===== src/rtl/stream_detect_ctrl.sv =====
// stream_detect_ctrl
// Drives a 3-bit sequence detector with a latched WIDTH-bit pattern, one bit per clock.
// It clears the detector before each run and counts det_out pulses into a saturating counter.
// A busy/done handshake reports the count back to the top-level control.
//
// state  | meaning
// -------+-----------------------------------------------------------
// IDLE   | waiting for start; count and overflow hold the last run
// CLEAR  | detector held in clear for one cycle, first bit loaded
// SHIFT  | one pattern bit per cycle on det_in, det_out pulses counted
// DONE   | one-cycle done pulse, start ignored, then back to IDLE
`timescale 1ns/1ps
module stream_detect_ctrl #(
    parameter int WIDTH     = 16,
    parameter int CNT_W     = 5,
    parameter int MSB_FIRST = 1
) (
    input  logic             clk,
    input  logic             clr,
    input  logic             start,
    input  logic [WIDTH-1:0] pattern,
    input  logic             det_out,
    output logic             det_in,
    output logic             det_clr,
    output logic             busy,
    output logic             done,
    output logic [CNT_W-1:0] match_count,
    output logic             overflow
);

    // One extra index bit so WIDTH-1 is always representable without wrapping.
    localparam int IDX_W = $clog2(WIDTH) + 1;
    localparam logic [IDX_W-1:0] LAST_IDX = IDX_W'(WIDTH - 1);

    typedef enum logic [1:0] {
        S_IDLE  = 2'd0,
        S_CLEAR = 2'd1,
        S_SHIFT = 2'd2,
        S_DONE  = 2'd3
    } state_t;

    state_t           state_q;
    state_t           state_d;
    logic [WIDTH-1:0] shreg_q;
    logic [IDX_W-1:0] idx_q;
    logic             det_in_q;
    logic [CNT_W-1:0] cnt_q;
    logic             ovf_q;

    logic             last_bit;
    logic             next_bit;
    logic [WIDTH-1:0] shreg_next;

    assign last_bit   = (idx_q == LAST_IDX);
    assign next_bit   = (MSB_FIRST != 0) ? shreg_q[WIDTH-1] : shreg_q[0];
    assign shreg_next = (MSB_FIRST != 0) ? (shreg_q << 1) : (shreg_q >> 1);

    assign det_in      = det_in_q;
    assign match_count = cnt_q;
    assign overflow    = ovf_q;

    // State register; clr aborts any run without a done pulse.
    always_ff @(posedge clk) begin
        if (clr) begin
            state_q <= S_IDLE;
        end else begin
            state_q <= state_d;
        end
    end

    // Next-state and handshake outputs; det_clr also follows clr directly.
    always_comb begin
        state_d = state_q;
        busy    = 1'b0;
        done    = 1'b0;
        det_clr = clr;
        case (state_q)
            S_IDLE: begin
                if (start) begin
                    state_d = S_CLEAR;
                end
            end
            S_CLEAR: begin
                busy    = 1'b1;
                det_clr = 1'b1;
                state_d = S_SHIFT;
            end
            S_SHIFT: begin
                busy = 1'b1;
                if (last_bit) begin
                    state_d = S_DONE;
                end
            end
            S_DONE: begin
                done    = 1'b1;
                state_d = S_IDLE;
            end
            default: begin
                state_d = S_IDLE;
            end
        endcase
    end

    // Pattern shifter, bit index, registered serial bit and saturating match counter.
    always_ff @(posedge clk) begin
        if (clr) begin
            shreg_q  <= '0;
            idx_q    <= '0;
            det_in_q <= 1'b0;
            cnt_q    <= '0;
            ovf_q    <= 1'b0;
        end else begin
            case (state_q)
                S_IDLE: begin
                    det_in_q <= 1'b0;
                    if (start) begin
                        shreg_q <= pattern;
                        cnt_q   <= '0;
                        ovf_q   <= 1'b0;
                    end
                end
                S_CLEAR: begin
                    det_in_q <= next_bit;
                    shreg_q  <= shreg_next;
                    idx_q    <= '0;
                end
                S_SHIFT: begin
                    if (det_out) begin
                        if (cnt_q == {CNT_W{1'b1}}) begin
                            ovf_q <= 1'b1;
                        end else begin
                            cnt_q <= cnt_q + CNT_W'(1);
                        end
                    end
                    if (last_bit) begin
                        det_in_q <= 1'b0;
                        idx_q    <= '0;
                    end else begin
                        det_in_q <= next_bit;
                        shreg_q  <= shreg_next;
                        idx_q    <= idx_q + IDX_W'(1);
                    end
                end
                S_DONE: begin
                    det_in_q <= 1'b0;
                end
                default: begin
                    det_in_q <= 1'b0;
                end
            endcase
        end
    end

endmodule


===== config.mk =====
export PLATFORM = sky130hd
export DESIGN_NAME = stream_detect_ctrl
export DESIGN_NICKNAME = d
export VERILOG_FILES = /design/src/rtl/stream_detect_ctrl.sv
export SDC_FILE = /design/constraint.sdc
export NUM_CORES = 1
export LEC_CHECK = 0
export BUFFER_PORTS_ARGS = -buffer_cell sky130_fd_sc_hd__buf_2
export CAP_MARGIN = 20
export CORE_UTILIZATION = 35
export DETAILED_ROUTE_END_ITERATION = 6
export PLACE_DENSITY = 0.59
export SLEW_MARGIN = 20
export SYNTH_ARGS = -nofsm -noshare
export SYNTH_HDL_FRONTEND = slang
export SYNTH_SLANG_ARGS = --single-unit

===== constraint.sdc =====
create_clock -name clk -period 5.51 [get_ports clk]
set_clock_uncertainty 0.1 [all_clocks]
set_input_delay 1.102 -clock clk [delete_from_list [all_inputs] [get_ports clk]]
set_output_delay 1.102 -clock clk [all_outputs]
set_load 0.005 [all_outputs]

* After elaboration in Yosys (flattened, before gate mapping)
Cells that the tools add are included.
Operators by class: add/subtract/negate cells 2, eq/ne operators 11, muxes and demuxes 21, reductions and logical operators 10
Operator list (number):
- $pmux 16 s3 | 1
- $mux 16 | 2
- $mux 5 | 4
- $pmux 5 s2 | 2
- $ne 2x2->1 const B | 6
- $add 5x1->5 const B | 2
- $pmux 2 s4 | 1
- $reduce_and 4->1 | 2
- $mux 1 | 7
- $eq 5x4->1 const B | 1
- $eq 5x5->1 const B | 1
- $eq 2x2->1 const B | 2
- $mux 2 | 2
- $reduce_bool 2->1 | 2
- $reduce_or 2->1 | 2
- $pmux 1 s3 | 1
- $reduce_and 3->1 | 1
- $reduce_bool 3->1 | 1
- $eq 2x1->1 const B | 1
- $logic_not 2->1 | 1
- $pmux 1 s2 | 1
- $reduce_and 2->1 | 1
Storage, ports and cells: register bits after elaboration 30

* Longest topological paths before layout
depth in word-level cells 4, mapped depth 7

* Worst setup path after synthesis
Ideal clock, no wire load.
kind input to output, from input port clr, to output port det_clr, arrival time 1.607 ns, required time 4.308 ns, path slack 2.701 ns, stages 2, cells stage by stage clkbuf_1 -> or2_2
Between the ends: cells in the longest elaborated chain, start to end 1
RTL lines:
- from (decl) | line 19 | input logic clr,
- $mux 1 | line 77 | case (state_q)
- to (decl) | line 24 | output logic det_clr,
Every way passes these cells.

* Worst setup path in the final report
Same ends and word-level chain as after synthesis.

==> results.md <==
* Number of synthesized register bits at 30
* Antenna cell count at 0
* Most common cell in the synthesized netlist: sky130_fd_sc_hd__dfxtp_1
* Die Height at roughly 70 µm
* Fraction of the yosys area taken by sequential cells at 0.389
* Maximum net fanout on the critical path at 30
* Post-CTS setup buffer count at 0
* Instance area at placement at about 1700 µm²
* Category of the worst setup path capture point: output port
* Run status: completed
* Synth cell types at 31
* Iter 0 DRT Violations at 75
* Class of the most critical setup path: in -> out
* Synth-to-layout area growth at 17.4%
* Hold Buf Count CTS at 0
* CTS clk-pin slew, worst paths at around 0.060 ns
* Global-route wire length before repair at 5060 µm
* Synth Net Count at approximately 190
* Max-Slew Margin vs Limit at 0.545
* Aggregate global routing overflow at 0
* Hold violation total from the final report at 0
* Top achievable clock speed at 0.316 GHz
* Capture instance of the worst register-to-register path: match_count[2]
* Flop-to-flop setup slack at 3.35 ns
* Max Cap Viol at 0
* Final setup vio count at 0
* Total negative setup slack at 0 ns
* Worst hold path startpoint: overflow
* Count of standard-cell rows at 23
* Non-filler cells, final at approximately 240
* Most frequent CP cell: sky130_fd_sc_hd__buf_2
* Wire per inst at between 10 and 15 µm
* Final Instance Area at around 1800 µm²
* Largest buffer count on any clock path at 2
* Master of the slowest instance on the critical path: sky130_fd_sc_hd__buf_2
* Data arrival, critical path at 1.96 ns
* Required time at the worst-slack endpoint at roughly 4.3 ns
* Most used flip-flop cell after synthesis: sky130_fd_sc_hd__dfxtp_1
* # nets final at 212
* Gate Count Post-Synth at between 150 and 200
* Gp weighted congestion at approximately 0.76
* Number of global-route vias before repair at about 1.2k
* # resized after CTS at 0
* Most used standard cells in the synthesized netlist: sky130_fd_sc_hd__dfxtp_1 (30), sky130_fd_sc_hd__nor2_1 (21), sky130_fd_sc_hd__a211oi_2 (15), sky130_fd_sc_hd__mux2i_1 (15), sky130_fd_sc_hd__a21oi_1 (10)
* DIE WIDTH at 68.4 µm
* DR vias/cell at 5.19
* CTS Buf Count at 5
* Share of the synthesized area in the top cell type at 0.389
* Type of the worst min-delay path: reg -> reg
* Total routing usage reported by global routing at 0.150
* Static power due to leakage at ~0.74 nW
* Number of buffers inserted by port buffering at 29
* Terminating pin of the worst hold path: overflow
* Worst vdd rail ir drop at around 220 µV
* Max-slew violation count at 0
* Full die area at roughly 4700 µm²
* Routed vias at approximately 1.2k
* Effective utilization at floorplan at 0.375
* Biggest area consumer among synthesized cells: sky130_fd_sc_hd__dfxtp_1
* Share of synthesized flip-flops with an asynchronous set or reset at 0
* DR DRC count at 0
* Setup repair after global routing missed its margin: false
* Cell types occupying the most area after synthesis: sky130_fd_sc_hd__dfxtp_1 (39%), sky130_fd_sc_hd__a211oi_2 (12%), sky130_fd_sc_hd__mux2i_1 (9.7%), sky130_fd_sc_hd__ha_1 (5.7%), sky130_fd_sc_hd__nor2_1 (5.1%)
* Fraction of layout cells with a size suffix above 1 at 0.306
* ANT nets after route at 0
* Final hold slack at 0.371 ns
* Maximum number of pins on one net before global-route repair at 33
* Length of the first detailed-routing pass in iterations at 4
* Mean instance size in the synthesized netlist at approximately 9.8 µm²
* Clock tree from TritonCTS: yes
* H-Tree Depth at 2
* Startpoint of the worst register-to-register path: state_q[0]
* Largest stage delay on the critical path at roughly 0.53 ns
* Worst Max-Slew Pin Slew at slightly below 0.7 ns
* Share of the cycle needed by the critical path after routing at 0.574
* Number of antenna violations at the first check in global routing at 0
* Core box area at slightly above 4000 µm²
* Worst-case reg-to-reg path depth at 6
* Number of placed I/O pins at 30
* Count of flip-flops with a built-in enable after synthesis at 0
* Sum of routed wire length over all layers at about 3100 µm
* Clock latency at the later pin of the worst-skew pair at between 0.2 and 0.3 ns
* Master cell of the clock root buffer: sky130_fd_sc_hd__clkbuf_8
* Cell Area, Synth at around 1500 µm²
* # placed instances at around 230
* Cells along the critical path: buf_2, or2_2, buf_2
* Worst Hold Path Cells at 2
* Total number of yosys warnings at 0
* Core utilization of the finished layout at 0.441
* Pwr/cell area at approximately 530 nW/µm²
* DPL Wire Length at roughly 2100 µm
* Startpoint class of the critical path: primary input
* Final critical-path required period at roughly 3.2 ns
* Clk sinks at 30
[critical path, delay by kind of cell]
kind,cells,cell delay [ns]
and+or+nand+nor,1,0.21
buffers and inverters,2,0.63
[cell families (layout without fill, tap and decap cells)]
| group | count (synthesis) | after routing | share of synthesized area |
|---|---|---|---|
| AOI/OAI and AO/OA | 39 | 39 | 0.232 |
| xor gates and xnor gates | 1 | 1 | 0.00567 |
| adders and majority gates | 7 | 7 | 0.0567 |
| buffers and inverters | 16 | 44 | 0.0527 |
| DFF | 30 | 30 | 0.389 |
| muxes | 15 | 15 | 0.0972 |
| and+or+nand+nor | 50 | 50 | 0.167 |
[power breakdown]
part,switching [W],internal (W)
Clock,0.0000810,0.000126
Sequential,0.0000344,0.000280
Combinational,0.000242,0.000191
[metrics by stage]
stage                     power, W  worst slack [ns]
after floorplan           0.000690              2.70
after global placement    0.000741              2.35
after detailed placement  0.000760              2.34
after CTS                 0.000972              2.21
after global routing       0.00103              2.30
final                     0.000954              2.35
[how the worst max path moves through the flow]
| stage | start | end | slack [ns] | cells after the start |
|---|---|---|---|---|
| detailed placement | clr | det_clr | 2.34 | 3 |
| finish | clr | det_clr | 2.35 | 3 |
| global placement | clr | det_clr | 2.35 | 3 |
| CTS | state_q[0] | busy | 2.21 | 3 |
| global route | clr | det_clr | 2.30 | 3 |
| floorplan | clr | det_clr | 2.70 | 2 |
[routing by layer]
| layer | wire [µm] | vias to the layer above | GRT usage | part of all wire |
|---|---|---|---|---|
| li1 | - | 618 | - | - |
| met1 | 1350 | 575 | 0.157 | 0.44 |
| met2 | 1500 | 24 | 0.262 | 0.49 |
| met3 | 138 | 7 | 0.0350 | 0.045 |
| met4 | 82 | 0 | 0.102 | 0.027 |
| met5 | 0 | - | 0 | 0 |
[state kept, by name, indices dropped and copies added (netlist names)]
register,cells
overflow,1
match_count,5
shreg_q,16
det_in,1
state_q,2
idx_q,5
[final cells by class]
class / count / area [µm²]
sequential: 30 / 601
multi-input combinational: 112 / 865
tap: 50 / 62.6
inverter: 6 / 22.5
clock buffer: 8 / 110
fill: 421 / 2300
timing repair buffer: 30 / 153
[placed cells by master (no fill, tap or decap), types with 2 or more instances in the layout]
| master | instances |
|---|---|
| sky130_fd_sc_hd__a21oi_1 | 10 |
| sky130_fd_sc_hd__a211oi_1 | 3 |
| sky130_fd_sc_hd__nor2_1 | 21 |
| sky130_fd_sc_hd__a2bb2oi_1 | 2 |
| sky130_fd_sc_hd__a211oi_2 | 15 |
| sky130_fd_sc_hd__dfxtp_1 | 30 |
| sky130_fd_sc_hd__inv_1 | 6 |
| sky130_fd_sc_hd__clkbuf_8 | 8 |
| sky130_fd_sc_hd__mux2i_1 | 15 |
| sky130_fd_sc_hd__ha_1 | 6 |
| sky130_fd_sc_hd__nand3_1 | 6 |
| sky130_fd_sc_hd__nand4_1 | 2 |
| sky130_fd_sc_hd__nand3b_1 | 4 |
| sky130_fd_sc_hd__buf_2 | 29 |
| sky130_fd_sc_hd__nand2b_1 | 8 |
| sky130_fd_sc_hd__o21ai_0 | 4 |
| sky130_fd_sc_hd__nand2_1 | 2 |
| sky130_fd_sc_hd__and3_1 | 2 |
Power figures use the tool's default switching activity.
